$ cat config.mk
export PLATFORM = sky130hd
export DESIGN_NAME = imem_program_loader
export DESIGN_NICKNAME = d
export VERILOG_FILES = /design/src/rtl/imem_program_loader_pkg.sv /design/src/rtl/imem_program_loader_instr_encode.sv /design/src/rtl/imem_program_loader.sv
export SDC_FILE = /design/constraint.sdc
export NUM_CORES = 1
export LEC_CHECK = 0
export BUFFER_PORTS_ARGS = -buffer_cell sky130_fd_sc_hd__buf_2
export CORE_MARGIN = 2
export CORE_UTILIZATION = 40
export CTS_CLUSTER_DIAMETER = 150
export DETAILED_ROUTE_END_ITERATION = 16
export PLACE_DENSITY = 0.69
export SYNTH_ARGS = -nofsm -noshare
export SYNTH_HDL_FRONTEND = slang
export SYNTH_SLANG_ARGS = --single-unit
$ cat constraint.sdc
create_clock -name clk -period 6.7 [get_ports clk]
set_clock_uncertainty 0.05 [all_clocks]
set_input_delay 0.335 -clock clk [delete_from_list [all_inputs] [get_ports clk]]
set_output_delay 0.335 -clock clk [all_outputs]
set_load 0.01 [all_outputs]
$ cat src/rtl/imem_program_loader_pkg.sv
// Shared MIPS ISA constants and loader state encoding.
// Used by the instruction encoder and the program loader.
package imem_program_loader_pkg;

    localparam logic [5:0] OPC_RTYPE = 6'b000000;
    localparam logic [5:0] OPC_BEQ   = 6'b000100;
    localparam logic [5:0] OPC_SW    = 6'b101011;
    localparam logic [5:0] OPC_LW    = 6'b100011;
    localparam logic [5:0] OPC_ADDI  = 6'b001000;
    localparam logic [5:0] OPC_J     = 6'b000010;

    localparam logic [2:0] OPSEL_RTYPE = 3'd0;
    localparam logic [2:0] OPSEL_BEQ   = 3'd1;
    localparam logic [2:0] OPSEL_SW    = 3'd2;
    localparam logic [2:0] OPSEL_LW    = 3'd3;
    localparam logic [2:0] OPSEL_ADDI  = 3'd4;
    localparam logic [2:0] OPSEL_J     = 3'd5;

    localparam logic [5:0] FUNCT_ADD = 6'b100000;
    localparam logic [5:0] FUNCT_SUB = 6'b100010;
    localparam logic [5:0] FUNCT_AND = 6'b100100;
    localparam logic [5:0] FUNCT_OR  = 6'b100101;
    localparam logic [5:0] FUNCT_SLT = 6'b101010;

    typedef enum logic [1:0] {
        ST_IDLE  = 2'd0,
        ST_LOAD  = 2'd1,
        ST_FLUSH = 2'd2,
        ST_DONE  = 2'd3
    } loader_state_e;

endpackage

$ cat src/rtl/imem_program_loader_instr_encode.sv
// Combinational MIPS instruction assembler: op select plus fields -> 32-bit word.
// Op selects 6 and 7 produce a zero word and raise illegal_o.
module instr_encode
    import imem_program_loader_pkg::*;
(
    input  logic [2:0]  op_i,
    input  logic [4:0]  rs_i,
    input  logic [4:0]  rt_i,
    input  logic [4:0]  rd_i,
    input  logic [5:0]  funct_i,
    input  logic [15:0] imm_i,
    input  logic [25:0] target_i,
    output logic [31:0] word_o,
    output logic        illegal_o
);

    always_comb begin
        word_o    = '0;
        illegal_o = 1'b0;
        case (op_i)
            OPSEL_RTYPE: word_o = {OPC_RTYPE, rs_i, rt_i, rd_i, 5'b00000, funct_i};
            OPSEL_BEQ:   word_o = {OPC_BEQ,  rs_i, rt_i, imm_i};
            OPSEL_SW:    word_o = {OPC_SW,   rs_i, rt_i, imm_i};
            OPSEL_LW:    word_o = {OPC_LW,   rs_i, rt_i, imm_i};
            OPSEL_ADDI:  word_o = {OPC_ADDI, rs_i, rt_i, imm_i};
            OPSEL_J:     word_o = {OPC_J, target_i};
            default:     illegal_o = 1'b1;
        endcase
    end

endmodule

$ cat src/rtl/imem_program_loader.sv
// Streams encoded instructions into instruction memory, one registered write per accepted request.
// A single pending-write register gives one-cycle latency while still accepting every cycle.
module imem_program_loader
    import imem_program_loader_pkg::*;
#(
    parameter int                ADDR_W    = 6,
    parameter logic [ADDR_W-1:0] BASE_ADDR = '0
)
(
    input  logic              clk,
    input  logic              rst_n,
    input  logic              start,
    input  logic              in_valid,
    output logic              in_ready,
    input  logic [2:0]        in_op,
    input  logic [4:0]        in_rs,
    input  logic [4:0]        in_rt,
    input  logic [4:0]        in_rd,
    input  logic [5:0]        in_funct,
    input  logic [15:0]       in_imm,
    input  logic [25:0]       in_target,
    input  logic              in_last,
    output logic              imem_we,
    output logic [ADDR_W-1:0] imem_addr,
    output logic [31:0]       imem_wdata,
    output logic [ADDR_W:0]   count,
    output logic              busy,
    output logic              done,
    output logic              err_illegal
);

    localparam logic [ADDR_W:0] ONE_C     = {{ADDR_W{1'b0}}, 1'b1};
    localparam logic [ADDR_W:0] DEPTH_C   = {1'b1, {ADDR_W{1'b0}}};
    localparam logic [ADDR_W:0] LAST_FILL = {1'b0, {ADDR_W{1'b1}}};

    loader_state_e     state_q, state_d;
    logic              pend_q, pend_d;
    logic              err_q, err_d;
    logic [ADDR_W:0]   count_q, count_d;
    logic [ADDR_W-1:0] addr_q, addr_d;
    logic [31:0]       wdata_q, wdata_d;

    logic [31:0]       enc_word;
    logic              enc_illegal;
    logic [ADDR_W:0]   fill;
    logic              accept;

    instr_encode u_encode (
        .op_i      (in_op),
        .rs_i      (in_rs),
        .rt_i      (in_rt),
        .rd_i      (in_rd),
        .funct_i   (in_funct),
        .imm_i     (in_imm),
        .target_i  (in_target),
        .word_o    (enc_word),
        .illegal_o (enc_illegal)
    );

    // Words committed plus the one still on the write port.
    assign fill     = count_q + (pend_q ? ONE_C : '0);
    assign in_ready = (state_q == ST_LOAD) && (fill < DEPTH_C);
    assign accept   = in_valid && in_ready;

    always_comb begin
        state_d = state_q;
        pend_d  = 1'b0;
        err_d   = err_q;
        count_d = pend_q ? (count_q + ONE_C) : count_q;
        addr_d  = addr_q;
        wdata_d = wdata_q;
        if (start) begin
            state_d = ST_LOAD;
            count_d = '0;
            err_d   = 1'b0;
        end else begin
            case (state_q)
                ST_LOAD: begin
                    if (accept) begin
                        if (enc_illegal) begin
                            err_d = 1'b1;
                        end else begin
                            pend_d  = 1'b1;
                            addr_d  = BASE_ADDR + fill[ADDR_W-1:0];
                            wdata_d = enc_word;
                        end
                        if (in_last || (!enc_illegal && fill == LAST_FILL)) begin
                            state_d = ST_FLUSH;
                        end
                    end
                end
                ST_FLUSH: state_d = ST_DONE;
                default:  state_d = state_q;
            endcase
        end
    end

    always_ff @(posedge clk) begin
        if (!rst_n) begin
            state_q <= ST_IDLE;
            pend_q  <= 1'b0;
            err_q   <= 1'b0;
            count_q <= '0;
            addr_q  <= '0;
            wdata_q <= '0;
        end else begin
            state_q <= state_d;
            pend_q  <= pend_d;
            err_q   <= err_d;
            count_q <= count_d;
            addr_q  <= addr_d;
            wdata_q <= wdata_d;
        end
    end

    // A restart cancels the write sitting on the port this cycle.
    assign imem_we     = pend_q && !start;
    assign imem_addr   = addr_q;
    assign imem_wdata  = wdata_q;
    assign count       = count_q;
    assign busy        = (state_q == ST_LOAD) || (state_q == ST_FLUSH);
    assign done        = (state_q == ST_DONE);
    assign err_illegal = err_q;

endmodule

==> impl_results.md, run 1 <==
- Status: completed
- Minimum clock period: 2.915 ns
- Flops & latches, synth: 47
- Drt pass-1 iters: 4
- Syn Inst Count: 317
- Hold_buf cts: 0
- Async SR Flop Fraction: 0%
- Number of placed cells counting well taps: 502
- Simple-gate share of the synthesized area: 16.67%
- Startpoint types: register
- Synth Area in Adders: 2.660%
- Register area: 940.9 um2
- Fin. max-slew vios: 0
- Post-synthesis compound-gate area fraction: 32.40%
- Clk buf depth: 2
- Area of the mapped netlist: 2823 um2
- Mean post-synth cell area: 8.904 um2
- Final cycle utilization of the critical path: 43.51%
- Maximum number of pins on one net before global-route repair: 69
- CTS Sinks: 47
- Gates resized, CTS repair: 0
- Clk Latency, worst-skew pair: 0.30 ns
- Starting Density: 41.55%
- Die W: 88.01 um
- Final setup viols: 0
- Filler Cells Inserted: 663
- DRC Markers: 0
- Cell Pwr Density: 174.0 nW/um2
- Antenna violations before repair: 0
- First-pass GRT wire length: 11.31 mm
- CTS clock-pin slew for the worst setup and hold paths: 0.10 ns
- Vias: 2676
- Top cells by area, synth: dfxtp_1, o211a_1, nor2b_1, a221o_1, nand2_1
- Sequential area share after synthesis: 33.33%
- Crit path kind: register to register
- Worst path required time: 6.89 ns
- CTS H-tree depth: 2
- Area growth from synthesis to layout: 23.98%
- Die Y: 88.01 um
- Max-slew headroom: 41.81%
- CTS tree: yes
- Leakage power: 1.903 nW
- IO Pins: 121
- Worst-path maximum fanout: 68
- ANT nets after route: 0
- Final core utilization: 51.51%
- Clk root buf: clkbuf_8
- # nets final: 490
- RSZ-0062 raised after global routing: false
- Hold Vio Cnt, Final: 0
- Synth warnings: 0
- Fraction of layout instances using a drive strength above 1: 31.88%
- Routed WL: 7.114 mm
- Synth cell count leaders: dfxtp_1, o211a_1, nand2_1
- Vias in the first global route: 2394
- Area occupied by multi-input gates: 1663 um2
- Die Footprint: 7745 um2
- Via density: 5.247
- Core area: 6794 um2
- Xor/xnor share of the synthesized area: 3.103%
- N_diodes: 0
- Most frequent cell after synthesis: dfxtp_1
- PortBufs: 119
- Syn nets: 394
- CP arrival: 3.10 ns
- Post-synthesis mux area share: 3.945%
- Largest family of logic cells by synthesized area: compound AO/OA/AOI/OAI gates
- Setup TNS: 0 ns
- Crit. End Element: register
- Top FF cell, synth: dfxtp_1
- WL per Instance: 13.95 um
- Yosys cell types: 41
- Worst slew pin tran: 0.8729 ns
- Drt initial violations: 148
- Worst min path class: primary input to register
- CTS Buf Count: 5
- Post-route insts no fill: 510
- Post-DP HPWL: 5.084 mm
- Post-synth top area share: 33.33%
- Max-Cap Viols: 0
- Site Rows: 30
- GR Overflow Total: 0
- GP Congestion: 0.8295
- Peak supply drop: 0.1259 mV
- Post-synth EDFFs: 0
- Leading area contributor after synthesis: dfxtp_1
- GRT Util Overall: 18.20%
- Fmax: 0.3431 GHz
- Post-CTS setup buffers: 0
==> placed cells by master, fill, tap and decap left out, drive strengths merged <==
cell type	count
a2111oi	1
a211oi	13
a21boi	11
a21oi	4
a221o	11
a22oi	10
a31oi	2
and2	5
and3	1
and3b	1
buf	120
bufinv	1
clkbuf	5
clkinv	2
conb	1
dfxtp	47
ha	6
inv	16
mux2	1
mux2i	10
nand2	28
nand2b	14
nand3	5
nand4	1
nor2	8
nor2b	18
nor3	1
nor4bb	1
o211a	32
o211ai	8
o21ai	4
o221ai	10
o31ai	1
or2	1
or3	2
or4b	2
xnor2	3
xor2	7
==> per-stage QoR <==
step / hold slack [ns] / setup WS, ns / cell area (um2) / power [mW]
after CTS: 0.3614 / 3.798 / 3500 / 0.6174
final: 0.3680 / 3.785 / 3500 / 0.6088
after detailed placement: 0.4261 / 3.820 / 3387 / 0.4069
after global placement: 0.4142 / 3.896 / 3387 / 0.4054
after global routing: 0.3879 / 3.621 / 3500 / 0.6408
after floorplan: 0.4550 / 4.380 / 2823 / 0.3662
==> per-layer routing <==
layer  track usage, %  share of wire, %  vias to the layer above
met1            23.88                47                     1237
met5                0                 0                        -
met4            5.035               1.4                        0
met2            30.23                46                       77
li1                 -                 -                     1354
met3            3.959               5.7                        8
==> worst paths after layout <==
check / from / end / slack (ns) / cells after the start
worst max-delay path: pend_q / imem_wdata[26] / 3.79 / 7
worst min-delay path: in_last / state_q[1] / 0.37 / 3
worst max register to register: pend_q / imem_wdata[26] / 3.79 / 7
worst min register to register: err_illegal / err_illegal / 0.44 / 2
==> critical path: stages, from the launching register on <==
cell and delay, ns:
dfxtp_1 0.50, ha_1 0.29, nand3_1 0.14, or4b_4 0.57, a211oi_4 0.24, buf_4 0.55, mux2_2 0.40, nor2b_1 0.10
==> area by class of cell <==
| cell class | instances | area share, % |
|---|---|---|
| inverter | 16 | 1.716 |
| sequential | 47 | 26.89 |
| tap | 96 | 3.432 |
| timing repair buffer | 120 | 17.23 |
| clock buffer | 5 | 1.966 |
| multi-input combinational | 223 | 47.52 |
| clock inverter | 3 | 1.251 |
==> flip-flops by register name (all words and copies together), names as in the netlist <==
register     flops
imem_wdata      30
count            7
imem_addr        6
state_q          2
err_illegal      1
pend_q           1
==> power by group <==
part	total (mW)	internal (mW)	switching, mW
logic	0.105	0.0499	0.0555
clock network	0.209	0.111	0.0980
registers	0.294	0.289	0.00548
total	0.609	0.450	0.159
==> cells by family (layout without fill, tap and decap cells) <==
kind of cell / Yosys count / in the layout
and+or+nand+nor: 88 / 88
buffers and inverters: 47 / 144
xor gates and xnor gates: 10 / 10
adders and majority gates: 6 / 6
AOI/OAI and AO/OA: 107 / 107
other: 1 / 1
muxes: 11 / 11
DFF: 47 / 47
Power figures use the tool's default switching activity.
==> run 2, diff against run 1 <==
--- a/config.mk
+++ b/config.mk
@@ -5,12 +5,13 @@
 export SDC_FILE = /design/constraint.sdc
 export NUM_CORES = 1
 export LEC_CHECK = 0
+export ABC_AREA = 1
 export BUFFER_PORTS_ARGS = -buffer_cell sky130_fd_sc_hd__buf_2
 export CORE_MARGIN = 2
 export CORE_UTILIZATION = 40
 export CTS_CLUSTER_DIAMETER = 150
 export DETAILED_ROUTE_END_ITERATION = 16
-export PLACE_DENSITY = 0.69
+export PLACE_DENSITY = 0.73
 export SYNTH_ARGS = -nofsm -noshare
 export SYNTH_HDL_FRONTEND = slang
 export SYNTH_SLANG_ARGS = --single-unit
==> constraint.sdc (replaced) <==
create_clock -name clk -period 2.4 [get_ports clk]
set_clock_uncertainty 0.05 [all_clocks]
set_input_delay 0.12 -clock clk [delete_from_list [all_inputs] [get_ports clk]]
set_output_delay 0.12 -clock clk [all_outputs]
set_load 0.01 [all_outputs]
==> impl_results.md, run 2 <==
- Net Switching: 396.3 uW
- FF-to-FF End: imem_wdata[16]
- Syn nets: 525
- Starting Density: 41.58%
- Worst-path maximum fanout: 36
- Family with the most delay on the worst path: simple AND/OR/NAND/NOR gates
- Post-synth EDFFs: 0
- Fin. max-slew vios: 0
- Syn Inst Count: 448
- Hold EP: imem_wdata[24]
- Max-Cap Viols: 0
- Leading area contributor after synthesis: dfxtp_1
- Top FF cell, synth: dfxtp_1
- GR Overflow Total: 0
- Fmax: 0.5057 GHz
- Pint: 1.160 mW
- Flops & latches, synth: 47
- WL per Instance: 10.09 um
- Switch share: 25.47%
- Async SR Flop Fraction: 0%
- Crit. End Element: register
- Commonest non-fill, non-tap cell in the layout: nand2_1
- Delay of the slowest critical-path stage: 0.46 ns
- Overall power: 1.556 mW
- GRT Util Overall: 17.91%
- Die W: 85.47 um
- Worst slew pin tran: 0.5713 ns
- Fraction of layout instances using a drive strength above 1: 24.51%
- Minimum clock period: 1.977 ns
- R2R depth: 12
- Crit path kind: register to register
- First-pass GRT wire length: 10.76 mm
- Sequential area share after synthesis: 35.44%
- PortBufs: 119
- Top cells by area, synth: dfxtp_1, nand2_1, nor2_1, inv_1, nand3_1
- Most used cell along the critical path: nand2_1
- # nets final: 639
- DRC Markers: 0
- Drt pass-1 iters: 5
- Clk buf depth: 2
- Most frequent cell after synthesis: nand2_1
- RR Startpoint: pend_q
- CTS Sinks: 47
- Peak supply drop: 0.2056 mV
- Die Footprint: 7305 um2
- Clk Latency, worst-skew pair: 0.29 ns
- CTS H-tree depth: 2
- Area growth from synthesis to layout: 28.13%
- Mean post-synth cell area: 5.926 um2
- CTS clock-pin slew for the worst setup and hold paths: 0.09 ns
- Most frequent cells in the layout: nand2_1, buf_2, nor2_1
- Status: completed
- R2R Setup Slk: 0.42 ns
- Hold depth: 5
- CTS Buf Count: 5
- Via density: 4.505
- Site Rows: 29
- Worst min path class: primary input to register
- Final cycle utilization of the critical path: 82.39%
- Buffers and inverters on the worst path: 1
- Worst path required time: 2.58 ns
- Routed WL: 6.459 mm
- Area of the mapped netlist: 2655 um2
- Maximum number of pins on one net before global-route repair: 39
- Post-CTS setup buffers: 0
- Hold Vio Cnt, Final: 0
- Max-slew headroom: 61.68%
- Yosys cell types: 24
- Cell Pwr Density: 457.3 nW/um2
- Final setup viols: 0
- Vias in the first global route: 2541
- Post-synth top area share: 35.44%
- RSZ-0062 raised after global routing: false
- Core area: 6386 um2
- CP arrival: 2.16 ns
- Number of flip-flops in the largest register: 30
- Setup TNS: 0 ns
- CTS tree: yes
- Hold_buf cts: 0
- Drt initial violations: 79
- Vias: 2883
- Hold slack: 0.09212 ns
- Clock share of power: 33.3%
- Critical path's slowest cell: dfxtp_1
- ANT nets after route: 0
- Crit-path cells: ha_1 -> nand2_2 -> nor2_2 -> nand2_1 -> nand2_1 -> nand2_2 -> nor3_4 -> nand3_2 -> buf_4 -> nand2_1 -> nand2_1 -> nor2_1
- Leakage power: 2.019 nW
- Synth cell count leaders: nand2_1, nor2_1, inv_1
- IO Pins: 121
- Comb pwr share: 15.0%
- Clk root buf: clkbuf_8
- GP Congestion: 0.7969
- Critical hold path startpoint: in_target[24]
- N_diodes: 0
- Gates resized, CTS repair: 0
- Startpoint types: register
- Die Y: 85.47 um
- Seq pwr share: 51.7%
- Antenna violations before repair: 0
- Synth warnings: 0
- Post-DP HPWL: 4.917 mm
-- run 2: tightest hold or removal path, cell delays in order --
cell and delay (ns):
buf_2 0.07, nand2_1 0.04, nand2_1 0.05, nor2_1 0.04, nor2_1 0.08
-- run 2: logic make-up after synthesis --
logic type               synth area share [%]
adder cells (fa/ha/maj)                 2.827
flip-flops                              35.44
AND/OR/NAND/NOR                         42.27
other                                  0.1412
AO/OA/AOI/OAI                           6.315
buffers and inverters                   13.01
-- run 2: how the worst max path moves through the flow --
stage / startpoint / to / slack [ns] / cells after the start
after floorplan: count[0] / imem_addr[0] / 0.34 / 12
after global placement: pend_q / imem_addr[5] / 0.52 / 12
after detailed placement: count[0] / imem_wdata[23] / 0.46 / 11
after CTS: pend_q / imem_wdata[16] / 0.43 / 12
after global routing: pend_q / imem_wdata[19] / 0.21 / 12
final: pend_q / imem_wdata[16] / 0.42 / 12
-- run 2: routing by layer --
| layer | global-route usage, % | share of wire, % | vias to the layer above |
|---|---|---|---|
| li1 | - | - | 1564 |
| met1 | 22.15 | 46 | 1223 |
| met2 | 31.53 | 47 | 92 |
| met3 | 2.432 | 5.9 | 4 |
| met4 | 6.638 | 1.2 | 0 |
| met5 | 0 | 0 | - |
-- run 2: area by class of cell --
cell class                 count  area [um2]
sequential                    47       940.9
timing repair buffer         126       648.1
tap                           77       96.34
clock buffer                   8       100.1
inverter                      66       247.7
fill                         651        2984
multi-input combinational    316        1369
-- run 2: per-stage QoR --
| step | area, um2 | util (%) | setup slack (ns) | std cells |
|---|---|---|---|---|
| final | 3402 | 53.27 | 0.4226 | 640 |
| after floorplan | 2655 | - | 0.3355 | 448 |
| after CTS | 3402 | 53.27 | 0.4268 | 640 |
| after global routing | 3402 | 53.27 | 0.2090 | 640 |
| after detailed placement | 3302 | 51.70 | 0.4596 | 632 |
| after global placement | 3302 | 51.70 | 0.5200 | 632 |
-- run 2: power by group through the flow --
stage | combinational, mW | clock (mW) | sequential (mW)
finish | 0.233 | 0.518 | 0.805
global route | 0.266 | 0.576 | 0.807
CTS | 0.235 | 0.544 | 0.805
detailed placement | 0.233 | 0 | 0.823
global placement | 0.230 | 0 | 0.822
floorplan | 0.126 | 0 | 0.828
==> run 3, diff against run 2 <==
--- a/config.mk
+++ b/config.mk
@@ -11,7 +11,7 @@
 export CORE_UTILIZATION = 40
 export CTS_CLUSTER_DIAMETER = 150
 export DETAILED_ROUTE_END_ITERATION = 16
-export PLACE_DENSITY = 0.73
+export PLACE_DENSITY = 0.7
 export SYNTH_ARGS = -nofsm -noshare
 export SYNTH_HDL_FRONTEND = slang
 export SYNTH_SLANG_ARGS = --single-unit
==> constraint.sdc (replaced) <==
create_clock -name clk -period 1.9 [get_ports clk]
set_clock_uncertainty 0.05 [all_clocks]
set_input_delay 0.095 -clock clk [delete_from_list [all_inputs] [get_ports clk]]
set_output_delay 0.095 -clock clk [all_outputs]
set_load 0.01 [all_outputs]
==> impl_results.md, run 3 (same netlist as run 2, synthesis figures left out) <==
- Vias in the first global route: 2591
- R2R Setup Slk: 0.08 ns
- Worst path required time: 2.09 ns
- CTS H-tree depth: 2
- DRC Markers: 0
- Area growth from synthesis to layout: 38.55%
- CP arrival: 2.02 ns
- Final cycle utilization of the critical path: 96.00%
- Worst slew pin tran: 0.5082 ns
- Hold EP: imem_wdata[22]
- Final setup viols: 0
- Vias: 3010
- CTS tree: yes
- PortBufs: 119
- IO Pins: 121
- First-pass GRT wire length: 11.26 mm
- GR Overflow Total: 0
- CTS Buf Count: 5
- Setup TNS: 0 ns
- Worst min path class: primary input to register
- GP Congestion: 0.8072
- Crit path kind: register to register
- Hold_buf cts: 0
- Fraction of layout instances using a drive strength above 1: 28.32%
- Via density: 4.588
- Die Y: 85.47 um
- Drt initial violations: 135
- R2R depth: 13
- Critical hold path startpoint: in_target[22]
- Area occupied by multi-input gates: 1411 um2
- Hold depth: 5
- Peak supply drop: 0.3359 mV
- GRT Util Overall: 18.82%
- FF-to-FF End: imem_wdata[17]
- Register area: 949.7 um2
- Commonest non-fill, non-tap cell in the layout: nand2_1
- Cell Pwr Density: 535.2 nW/um2
- Leakage power: 2.168 nW
- ANT nets after route: 0
- Drt pass-1 iters: 4
- Max-slew headroom: 65.91%
- Die Footprint: 7305 um2
- Clk Latency, worst-skew pair: 0.30 ns
- Core area: 6386 um2
- Max-Cap Viols: 0
- CTS clock-pin slew for the worst setup and hold paths: 0.09 ns
- Hold Vio Cnt, Final: 0
- Antenna violations before repair: 0
- Fmax: 0.5483 GHz
- Filler Cells Inserted: 647
- WL per Instance: 11.45 um
- Clk root buf: clkbuf_8
- Status: completed
- RR Startpoint: pend_q
- Die W: 85.47 um
- Number of flip-flops in the largest register: 30
- Fin. max-slew vios: 0
- Startpoint types: register
- Post-DP HPWL: 5.213 mm
- Overall power: 1.969 mW
- Clk buf depth: 2
- Site Rows: 29
- Minimum clock period: 1.824 ns
- Maximum number of pins on one net before global-route repair: 49
- Worst-path maximum fanout: 12
- Starting Density: 41.58%
- Placed cell area: 3388 um2
- Crit. End Element: register
- N_diodes: 0
- Finished Cell Area: 3679 um2
- Routed WL: 7.514 mm
- CTS Sinks: 47
- # nets final: 656
- Most frequent cells in the layout: nand2_1, buf_2, nor2_1
- Final core utilization: 57.60%
[run 3: cell count changes in the layout (fill, tap and decap cells not counted), moves of 2 or more]
cell,change
clkbuf_16,+4
buf_4,+9
buf_12,+2
nor2_1,-3
dfxtp_1,-3
nor2_2,+2
dfxtp_4,+2
nand2_1,-2
[run 3: power breakdown]
| group | internal, mW | switching, mW |
|---|---|---|
| logic | 0.143 | 0.178 |
| clock network | 0.293 | 0.342 |
| registers | 1.00 | 0.0115 |
[run 3: timing repair]
item / in CTS / in global routing
setup buffers: 0 / 5
gates resized for setup: 0 / 11
endpoints found under the setup margin: 0 / 33
hold endpoints to repair: 0 / 0
[run 3: worst max path at each step]
stage	slack, ns	start	cells after the start	endpoint
floorplan	-0.02	count[0]	12	imem_wdata[0]
global placement	0.16	pend_q	11	imem_wdata[10]
detailed placement	0.11	pend_q	11	imem_wdata[7]
CTS	0.08	pend_q	12	imem_wdata[15]
global route	-0.04	pend_q	13	imem_wdata[13]
finish	0.08	pend_q	13	imem_wdata[17]
[run 3: worst max-delay path: stages (launching register included)]
cell and delay [ns]:
dfxtp_4 0.36, ha_4 0.14, nand2_4 0.06, nor2_4 0.11
nand2_2 0.08, nand2_2 0.06, nand2_2 0.06, nor3_4 0.17
nand3_4 0.13, buf_4 0.20, buf_6 0.15, nand2_1 0.06
nand2_1 0.04, nor2_1 0.09
[run 3: cell type report]
cell class | instances | area share (%)
multi-input cells | 316 | 38.37
well taps | 77 | 2.619
flip-flops and latches | 47 | 25.82
repair buffers | 143 | 23.98
inverters | 66 | 6.735
clock buffers | 6 | 2.245
clock inverters | 1 | 0.2381
[run 3: stage by stage]
stage	std cells	hold WS (ns)	setup slack, ns
finish	656	0.05649	0.07608
global route	656	0.09151	-0.04473
CTS	646	0.05442	0.07886
detailed placement	639	0.3713	0.1073
global placement	639	0.3631	0.1634
floorplan	448	0.1875	-0.02052
[run 3: layer usage]
metal,global-route usage (%),wire length [um],up-vias
met1,24.01,3373,1310
met2,31.96,3632,96
met5,0,0,-
li1,-,-,1597
met4,5.483,85,0
met3,3.988,422,7
